## config.mk

```make
export PLATFORM = sky130hd
export DESIGN_NAME = multicycle_datapath
export DESIGN_NICKNAME = d
export VERILOG_FILES = /design/src/rtl/mcd_pkg.sv /design/src/rtl/mcd_regfile.sv /design/src/rtl/multicycle_datapath.sv
export SDC_FILE = /design/constraint.sdc
export NUM_CORES = 2
export LEC_CHECK = 0
export ABC_AREA = 1
export CAP_MARGIN = 25
export CORE_MARGIN = 2
export CORE_UTILIZATION = 57
export CTS_CLUSTER_DIAMETER = 200
export DETAILED_ROUTE_END_ITERATION = 7
export GPL_ROUTABILITY_DRIVEN = 0
export GPL_TIMING_DRIVEN = 1
export PLACE_DENSITY = 0.85
export SLEW_MARGIN = 40
export SYNTH_ARGS = -nofsm -noshare
export SYNTH_HDL_FRONTEND = slang
export SYNTH_SLANG_ARGS = --single-unit
```

## constraint.sdc

```tcl
create_clock -name CLK -period 3.2 [get_ports CLK]
set_input_delay 0.96 -clock CLK [delete_from_list [all_inputs] [get_ports CLK]]
set_output_delay 0.96 -clock CLK [all_outputs]
set_load 0.1 [all_outputs]
```

## src/rtl/mcd_pkg.sv

```systemverilog
// mcd_pkg: shared definitions for the multicycle ARM-subset datapath.
//   - state_t      : FSM state encoding, also exported on the STATE debug port
//   - OP_*         : data-processing opcodes (instruction bits [24:21])
//   - COND_*       : supported condition codes (instruction bits [31:28])
//   - FLAG_*       : bit positions of N, Z, C, V inside the 4-bit FLAGS vector
//   - dp_op_supported() : true for the data-processing opcodes we execute
package mcd_pkg;

   typedef enum logic [3:0] {
      FETCH  = 4'd0,
      DECODE = 4'd1,
      MEMADR = 4'd2,
      MEMRD  = 4'd3,
      MEMWB  = 4'd4,
      MEMWR  = 4'd5,
      EXECR  = 4'd6,
      EXECI  = 4'd7,
      ALUWB  = 4'd8,
      BRANCH = 4'd9
   } state_t;

   localparam logic [3:0] OP_AND = 4'b0000;
   localparam logic [3:0] OP_SUB = 4'b0010;
   localparam logic [3:0] OP_ADD = 4'b0100;
   localparam logic [3:0] OP_CMP = 4'b1010;
   localparam logic [3:0] OP_ORR = 4'b1100;
   localparam logic [3:0] OP_MOV = 4'b1101;

   localparam logic [3:0] COND_EQ = 4'b0000;
   localparam logic [3:0] COND_NE = 4'b0001;
   localparam logic [3:0] COND_AL = 4'b1110;

   localparam int unsigned FLAG_N = 3;
   localparam int unsigned FLAG_Z = 2;
   localparam int unsigned FLAG_C = 1;
   localparam int unsigned FLAG_V = 0;

   function automatic logic dp_op_supported(input logic [3:0] op);
      case (op)
         OP_AND, OP_SUB, OP_ADD, OP_CMP, OP_ORR, OP_MOV: return 1'b1;
         default:                                        return 1'b0;
      endcase
   endfunction

endpackage

```

## src/rtl/mcd_regfile.sv

```systemverilog
// mcd_regfile: NREGS x WIDTH register file, two asynchronous read ports and
// one synchronous write port; all entries cleared by the active-low reset.
//   clk, rst_n         : clock, asynchronous active-low reset
//   ra1/rd1, ra2/rd2   : read address / data
//   we, wa, wd         : write enable / address / data
module mcd_regfile #(
   parameter  int unsigned WIDTH = 32,
   parameter  int unsigned NREGS = 16,
   localparam int unsigned RW    = (NREGS > 1) ? $clog2(NREGS) : 1
) (
   input  logic             clk,
   input  logic             rst_n,
   input  logic [RW-1:0]    ra1,
   input  logic [RW-1:0]    ra2,
   output logic [WIDTH-1:0] rd1,
   output logic [WIDTH-1:0] rd2,
   input  logic             we,
   input  logic [RW-1:0]    wa,
   input  logic [WIDTH-1:0] wd
);

   logic [WIDTH-1:0] regs [NREGS];

   always_ff @(posedge clk or negedge rst_n) begin
      if (!rst_n) begin
         for (int unsigned i = 0; i < NREGS; i++) regs[i] <= '0;
      end else if (we) begin
         regs[wa] <= wd;
      end
   end

   assign rd1 = regs[ra1];
   assign rd2 = regs[ra2];

endmodule

```

## src/rtl/multicycle_datapath.sv

```systemverilog
// multicycle_datapath: multicycle ARM-subset core with a single shared memory
// port. Executes ADD/SUB/AND/ORR/MOV/CMP (reg or imm8), LDR/STR (imm12 word)
// and B, with EQ/NE/AL conditions.
//   CLK, RESET (async active-low)
//   MEM_REQ/MEM_WE/MEM_ADDR/MEM_WDATA : request held until MEM_READY
//   MEM_RDATA/MEM_READY               : fetch/load data, completion strobe
//   OUT   : last value written to a register (ALU result or load data)
//   FLAGS : NZCV
//   STATE : current FSM state (debug)
// Optional feature: define MCD_BRANCH_LINK_EN to make B with L=1 write the
// return address into register NREGS-2.
module multicycle_datapath
   import mcd_pkg::*;
#(
   parameter int unsigned     WIDTH    = 32,
   parameter int unsigned     NREGS    = 16,
   parameter logic [WIDTH-1:0] RESET_PC = '0
) (
   input  logic             CLK,
   input  logic             RESET,
   output logic             MEM_REQ,
   output logic             MEM_WE,
   output logic [WIDTH-1:0] MEM_ADDR,
   output logic [WIDTH-1:0] MEM_WDATA,
   input  logic [WIDTH-1:0] MEM_RDATA,
   input  logic             MEM_READY,
   output logic [WIDTH-1:0] OUT,
   output logic [3:0]       FLAGS,
   output logic [3:0]       STATE
);

   localparam int unsigned   RW     = (NREGS > 1) ? $clog2(NREGS) : 1;
   localparam logic [RW-1:0] PC_IDX = RW'(NREGS - 1);
`ifdef MCD_BRANCH_LINK_EN
   localparam logic [RW-1:0] LR_IDX = RW'(NREGS - 2);
`endif

   state_t           state, state_nx;
   logic [31:0]      ir;
   logic [WIDTH-1:0] pc, a, b, aluout, data;

   logic [3:0]       opcode;
   logic [RW-1:0]    rn, rd, rm, rb;
   logic             cond_ok, is_dp, is_mem, is_br;

   logic [WIDTH-1:0] rf_rd1, rf_rd2, rf_wdata;
   logic [RW-1:0]    rf_waddr;
   logic             rf_we;

   logic [WIDTH-1:0] op2, alu_res, imm12, br_off;
   logic [WIDTH:0]   sum, diff;
   logic             alu_c, alu_v;
   logic [3:0]       flags_nx;

   assign opcode = ir[24:21];
   assign rn     = RW'(ir[19:16]);
   assign rd     = RW'(ir[15:12]);
   assign rm     = RW'(ir[3:0]);
   // Second read port serves Rm for data processing, Rd (store data) otherwise.
   assign rb     = (ir[27:26] == 2'b00) ? rm : rd;
   assign imm12  = WIDTH'(ir[11:0]);
   assign br_off = WIDTH'($signed({ir[23:0], 2'b00}));
   assign STATE  = state;

   mcd_regfile #(.WIDTH(WIDTH), .NREGS(NREGS)) u_rf (
      .clk   (CLK),
      .rst_n (RESET),
      .ra1   (rn),
      .ra2   (rb),
      .rd1   (rf_rd1),
      .rd2   (rf_rd2),
      .we    (rf_we),
      .wa    (rf_waddr),
      .wd    (rf_wdata)
   );

   // Instruction classification; only meaningful while in DECODE.
   always_comb begin
      case (ir[31:28])
         COND_EQ: cond_ok = FLAGS[FLAG_Z];
         COND_NE: cond_ok = ~FLAGS[FLAG_Z];
         COND_AL: cond_ok = 1'b1;
         default: cond_ok = 1'b0;
      endcase
      // Rotated immediates and shifted registers are not supported.
      is_dp  = (ir[27:26] == 2'b00) && dp_op_supported(opcode) &&
               (ir[25] ? (ir[11:8] == 4'd0) : (ir[11:4] == 8'd0));
      is_mem = (ir[27:26] == 2'b01) && !ir[25] && !ir[22];
      is_br  = (ir[27:25] == 3'b101);
   end

   // ALU: SUB/CMP carry is ARM-style NOT borrow; logic ops and MOV keep C,V.
   always_comb begin
      op2     = (state == EXECI) ? WIDTH'(ir[7:0]) : b;
      sum     = {1'b0, a} + {1'b0, op2};
      diff    = {1'b0, a} - {1'b0, op2};
      alu_res = op2;
      alu_c   = FLAGS[FLAG_C];
      alu_v   = FLAGS[FLAG_V];
      case (opcode)
         OP_ADD: begin
            alu_res = sum[WIDTH-1:0];
            alu_c   = sum[WIDTH];
            alu_v   = (a[WIDTH-1] == op2[WIDTH-1]) && (alu_res[WIDTH-1] != a[WIDTH-1]);
         end
         OP_SUB, OP_CMP: begin
            alu_res = diff[WIDTH-1:0];
            alu_c   = ~diff[WIDTH];
            alu_v   = (a[WIDTH-1] != op2[WIDTH-1]) && (alu_res[WIDTH-1] != a[WIDTH-1]);
         end
         OP_AND:  alu_res = a & op2;
         OP_ORR:  alu_res = a | op2;
         default: alu_res = op2;
      endcase
      flags_nx         = '0;
      flags_nx[FLAG_N] = alu_res[WIDTH-1];
      flags_nx[FLAG_Z] = (alu_res == '0);
      flags_nx[FLAG_C] = alu_c;
      flags_nx[FLAG_V] = alu_v;
   end

   // FSM state register
   always_ff @(posedge CLK or negedge RESET) begin
      if (!RESET) state <= FETCH;
      else        state <= state_nx;
   end

   // FSM next state
   always_comb begin
      state_nx = state;
      case (state)
         FETCH:  if (MEM_READY) state_nx = DECODE;
         DECODE: begin
            if (!cond_ok)    state_nx = FETCH;
            else if (is_br)  state_nx = BRANCH;
            else if (is_mem) state_nx = MEMADR;
            else if (is_dp)  state_nx = ir[25] ? EXECI : EXECR;
            else             state_nx = FETCH;
         end
         EXECR, EXECI: state_nx = (opcode == OP_CMP) ? FETCH : ALUWB;
         MEMADR: state_nx = ir[20] ? MEMRD : MEMWR;
         MEMRD:  if (MEM_READY) state_nx = MEMWB;
         MEMWR:  if (MEM_READY) state_nx = FETCH;
         default: state_nx = FETCH;
      endcase
   end

   // FSM outputs: memory port and register-file write port
   always_comb begin
      MEM_REQ   = 1'b0;
      MEM_WE    = 1'b0;
      MEM_ADDR  = pc;
      MEM_WDATA = '0;
      rf_we     = 1'b0;
      rf_waddr  = rd;
      rf_wdata  = aluout;
      case (state)
         // Gated with RESET so the request drops as soon as reset asserts.
         FETCH: MEM_REQ = RESET;
         MEMRD: begin
            MEM_REQ  = RESET;
            MEM_ADDR = {aluout[WIDTH-1:2], 2'b00};
         end
         MEMWR: begin
            MEM_REQ   = RESET;
            MEM_WE    = 1'b1;
            MEM_ADDR  = {aluout[WIDTH-1:2], 2'b00};
            MEM_WDATA = b;
         end
         ALUWB: rf_we = (rd != PC_IDX);
         MEMWB: begin
            rf_we    = (rd != PC_IDX);
            rf_wdata = data;
         end
`ifdef MCD_BRANCH_LINK_EN
         BRANCH: begin
            // pc already points past the branch: it is the return address.
            rf_we    = ir[24];
            rf_waddr = LR_IDX;
            rf_wdata = pc;
         end
`endif
         default: ;
      endcase
   end

   // Datapath registers
   always_ff @(posedge CLK or negedge RESET) begin
      if (!RESET) begin
         pc     <= RESET_PC;
         ir     <= '0;
         a      <= '0;
         b      <= '0;
         aluout <= '0;
         data   <= '0;
         OUT    <= '0;
         FLAGS  <= '0;
      end else begin
         case (state)
            FETCH: if (MEM_READY) begin
               ir <= 32'(MEM_RDATA);
               pc <= pc + WIDTH'(4);
            end
            // pc has already advanced once, so PC reads see fetch address + 8.
            DECODE: begin
               a <= (rn == PC_IDX) ? pc + WIDTH'(4) : rf_rd1;
               b <= (rb == PC_IDX) ? pc + WIDTH'(4) : rf_rd2;
            end
            EXECR, EXECI: begin
               aluout <= alu_res;
               if (ir[20] || opcode == OP_CMP) FLAGS <= flags_nx;
            end
            ALUWB: begin
               OUT <= aluout;
               if (rd == PC_IDX) pc <= {aluout[WIDTH-1:2], 2'b00};
            end
            MEMADR: aluout <= ir[23] ? a + imm12 : a - imm12;
            MEMRD:  if (MEM_READY) data <= MEM_RDATA;
            MEMWB: begin
               OUT <= data;
               if (rd == PC_IDX) pc <= {data[WIDTH-1:2], 2'b00};
            end
            BRANCH: pc <= pc + WIDTH'(4) + br_off;
            default: ;
         endcase
      end
   end

endmodule

```

==> flow_summary.ini, run 1 <==
[yosys]
syn_inst = 6996
yosysMostFrequentCell = nand2_1
synth_common_cells = 1504 x nand2_1, 1201 x o21ai_0, 746 x inv_1, 738 x dfrtp_1, 561 x nor2_1
synth_area_leaders = dfrtp_1 38%, o21ai_0 12%, nand2_1 12%, inv_1 5.7%, a21oi_1 4.7%
yosysWarnings = 0
synth.ff_latch_count = 738
async_flop_share = 1.00
netlist_area_um2 = 48900
synth_enable_flop_cells = 0
seq_area_frac_synth = 0.377
ys.flop_type = dfrtp_1
netlist.area_leader.share = 0.377
avgSynthCellArea_um2 = 6.99
yosysTopAreaCell = dfrtp_1
synth_cell_types = 68

[run_status]
haltStage = global routing
status = did not finish
first-error = [ERROR GRT-0232] Routing congestion too high. Check the congestion heatmap in the GUI.

[clocking]
cts_max_level = 3
ctsHoldBuffers = 0
cts_root_buf = clkbuf_16
cts_buffers = 80
clk_path_buf_depth = 3
cts_sinks = 738

[placement]
dp_hpwl_um = 148000
place_area_um2 = 56900
port_buffers = 138

[die]
rows = 107
die_x_um = 297
io_pins = 141
initial_core_util = 0.575
die_y_um = 297

[global_route]
grt_max_degree = 156
grt-ovfl-total = 127
track_usage = 0.671
==> per-stage QoR <==
stage | instances | hold WS (ps) | setup WS, ps | TNS [ps]
3_5_place_dp | 8524 | 362 | -380 | -8750
4_1_cts | 8745 | 354 | -236 | -9230
3_3_place_gp | 8523 | 362 | -386 | -4970
2_1_floorplan | 6997 | 424 | -181 | -7660
==> per-layer routing <==
layer	GRT overflow	GRT usage
met1	6	0.688
met2	66	0.787
met3	7	0.582
met4	48	0.579
met5	0	0.415
==> kinds of logic after synthesis <==
| group | Yosys count | synth area share |
|---|---|---|
| AOI/OAI and AO/OA | 2109 | 0.234 |
| and+or+nand+nor | 2668 | 0.229 |
| DFF | 738 | 0.377 |
| adders and majority gates | 182 | 0.0472 |
| muxes | 36 | 0.00826 |
| other | 1 | 0.0000767 |
| buffers and inverters | 1235 | 0.0992 |
| xor gates and xnor gates | 27 | 0.00483 |
==> repair_timing <==
item                       4_1_cts
buffers inserted                70
pin swaps                      137
resized for setup              504
setup endpoints to repair      113
gates cloned                     9
==> run 2: changes to the inputs <==
- CORE_UTILIZATION: 57 -> 40
- CTS_CLUSTER_DIAMETER: 200 -> not set
- PLACE_DENSITY: 0.85 -> not set
- PLACE_DENSITY_LB_ADDON: not set -> 0.15
- clock period: 3.2 -> 4.2 ns (I/O delays scaled with it)
==> run 2 against run 1 <==
Against the previous run: the flow now finishes without violations; synthesized area stayed put; synthesized cell count unchanged.
==> flow_summary.ini, run 2 <==
[timing]
drv_slew = 0
rsz0062_at_grt = true
maxSlewHeadroom = 0.423
fin_tns_setup_ps = 0
finalHoldViolations = 0
clock_skew_ps = 32.3
worst_pin_slew_ps = 864
fin_crit_sh = 0.988
holdWs_ps = 373
max_freq_mhz = 241
setup_viol = 0
worst_slack_ps = 50.5
timing.final.crit_period_ps = 4150

[die]
die_y_um = 354
initial_core_util = 0.402
rows = 128
die_x_um = 354
io_pins = 141
die-area_um2 = 125000
core_um2 = 122000

[cells_and_area]
stdcell_count = 8694
seq_area_um2 = 18500
largest_register = u_rf.regs
most-common-layout-cells = 1501 x nand2_1, 1162 x o21ai_0, 743 x inv_1
postLayoutCoreUtil = 0.464
syn_to_final_growth_pct = 15.4
multi_input_area_um2 = 26300
fin_nets = 7212
fillers = 12400
drive_above_1_share = 0.102
finalInstanceArea_um2 = 56500
final_common_cell = nand2_1
largest_register_ffs = 508

[yosys]
netlist_area_um2 = 48900
yosysWarnings = 0
synth_area_leaders = dfrtp_1 38%, o21ai_0 12%, nand2_1 12%, inv_1 5.7%, a21oi_1 4.7%
synth_cell_types = 68
ys.flop_type = dfrtp_1
yosysTopAreaCell = dfrtp_1
syn_inst = 6996
seq_area_frac_synth = 0.377
synth_enable_flop_cells = 0
synth.ff_latch_count = 738
synth_common_cells = 1504 x nand2_1, 1201 x o21ai_0, 746 x inv_1, 738 x dfrtp_1, 561 x nor2_1
async_flop_share = 1.00
avgSynthCellArea_um2 = 6.99
yosysMostFrequentCell = nand2_1
netlist.area_leader.share = 0.377

[power]
p_leak_nw = 25.7
p_total_mw = 52.6
ir_drop_mv = 0.653
power.density_nw_per_um2 = 931

[placement]
place_area_um2 = 53300
pre_cts_ws_ps = 236
port_buffers = 138
dp_hpwl_um = 159000
dp.cells = 8529

[setup_path]
critical_path.top_delay_family = simple AND/OR/NAND/NOR gates
cp.arrival_ps = 4770
cp_cell_sequence = nand2_1, inv_1, nand2_2, inv_2, buf_12, nor2_1, inv_1, ha_1, nor2_1, nand2_1, nor2_1, nand3_1, nand3_1, nand2_1, nand3_1, nand3_1, nand2_1, nand2_1, nor2_1, nand2_1, nor2_1, nand2_1, nand2_1
worst-setup-path-type = reg -> reg
crit_path_end_kind = flop
max_stage_delay_ps = 470
required_ps = 4820
crit_path_max_fanout = 22
cp_slowest_cell = ha_1
crit_top_cell = nand2_1
startpoint_type = flop
cp.buffers_inverters = 4

[route]
drtIter0Drc = 6940
wl_per_cell_um = 25.8
dr_total_vias = 51300
dr.pass1.iters = 8
final_antenna_net_count = 0
vias_per_cell = 5.90
wl_um = 224000
drc = 0

[clocking]
cts_sinks = 738
insertion_delay_ps = 710
cts_tree = yes
ctsResizeCount = 0
cts_setup_buffers = 0
cts_max_level = 3
cts_buffers = 87
clk_pin_slew_ps = 60
ctsHoldBuffers = 0
cts_root_buf = clkbuf_16
clk_path_buf_depth = 3

[flow_run]
drv_cap = 0

[global_route]
grt_pass1_vias = 47500
antenna_found_initial = 9
grt_pass1_wl_um = 326000
grt-ovfl-total = 0
track_usage = 0.350
grt_max_degree = 189

[worst_hold_path]
hold_path.class = reg -> reg

[run_status]
status = finished clean
[run 2: cell counts after synthesis]
No cell type changed its count.
[run 2: logic make-up (layout without fill, tap and decap cells)]
| group | after synthesis | in the layout | synth area share |
|---|---|---|---|
| other | 1 | 6 | 0.0000767 |
| buffers and inverters | 1235 | 1303 | 0.0992 |
| AOI/OAI and AO/OA | 2109 | 2109 | 0.234 |
| xor gates and xnor gates | 27 | 27 | 0.00483 |
| muxes | 36 | 36 | 0.00826 |
| and+or+nand+nor | 2668 | 2668 | 0.229 |
| adders and majority gates | 182 | 182 | 0.0472 |
| DFF | 738 | 738 | 0.377 |
[run 2: path summary, 6_finish.rpt]
check,from,end,slack (ps),cells past startpoint
max in group asynchronous,RESET,u_rf.regs[120],2180,4
min in group asynchronous,RESET,FLAGS[1],400,1
min reg2reg,u_rf.regs[17],u_rf.regs[17],370,0
max reg2reg,STATE[0],FLAGS[2],50,23
min,u_rf.regs[17],u_rf.regs[17],370,0
max,STATE[0],FLAGS[2],50,23
[run 2: metal layers]
| layer | track usage | up-vias | part of all wire |
|---|---|---|---|
| met4 | 0.220 | 6 | 0.076 |
| met3 | 0.0692 | 679 | 0.10 |
| li1 | - | 23200 | - |
| met1 | 0.461 | 24400 | 0.40 |
| met2 | 0.525 | 2984 | 0.43 |
| met5 | 0 | - | 0.00021 |
[run 2: where the power goes]
part | leakage [nW] | switching (mW) | internal, mW | total (mW)
Clock | 1.50 | 3.43 | 4.81 | 8.24
Combinational | 14.2 | 24.8 | 9.30 | 34.1
Sequential | 10.0 | 1.58 | 8.66 | 10.2
Total | 25.7 | 29.8 | 22.8 | 52.6
[run 2: area by class of cell]
type	instances	area share
flip-flops and latches	738	0.327
inverters	779	0.0522
well taps	1625	0.0360
clock inverters	33	0.00869
repair buffers	365	0.0635
multi-input cells	5024	0.466
diodes	4	0.000177
clock buffers	126	0.0458
Power figures use the tool's default switching activity.
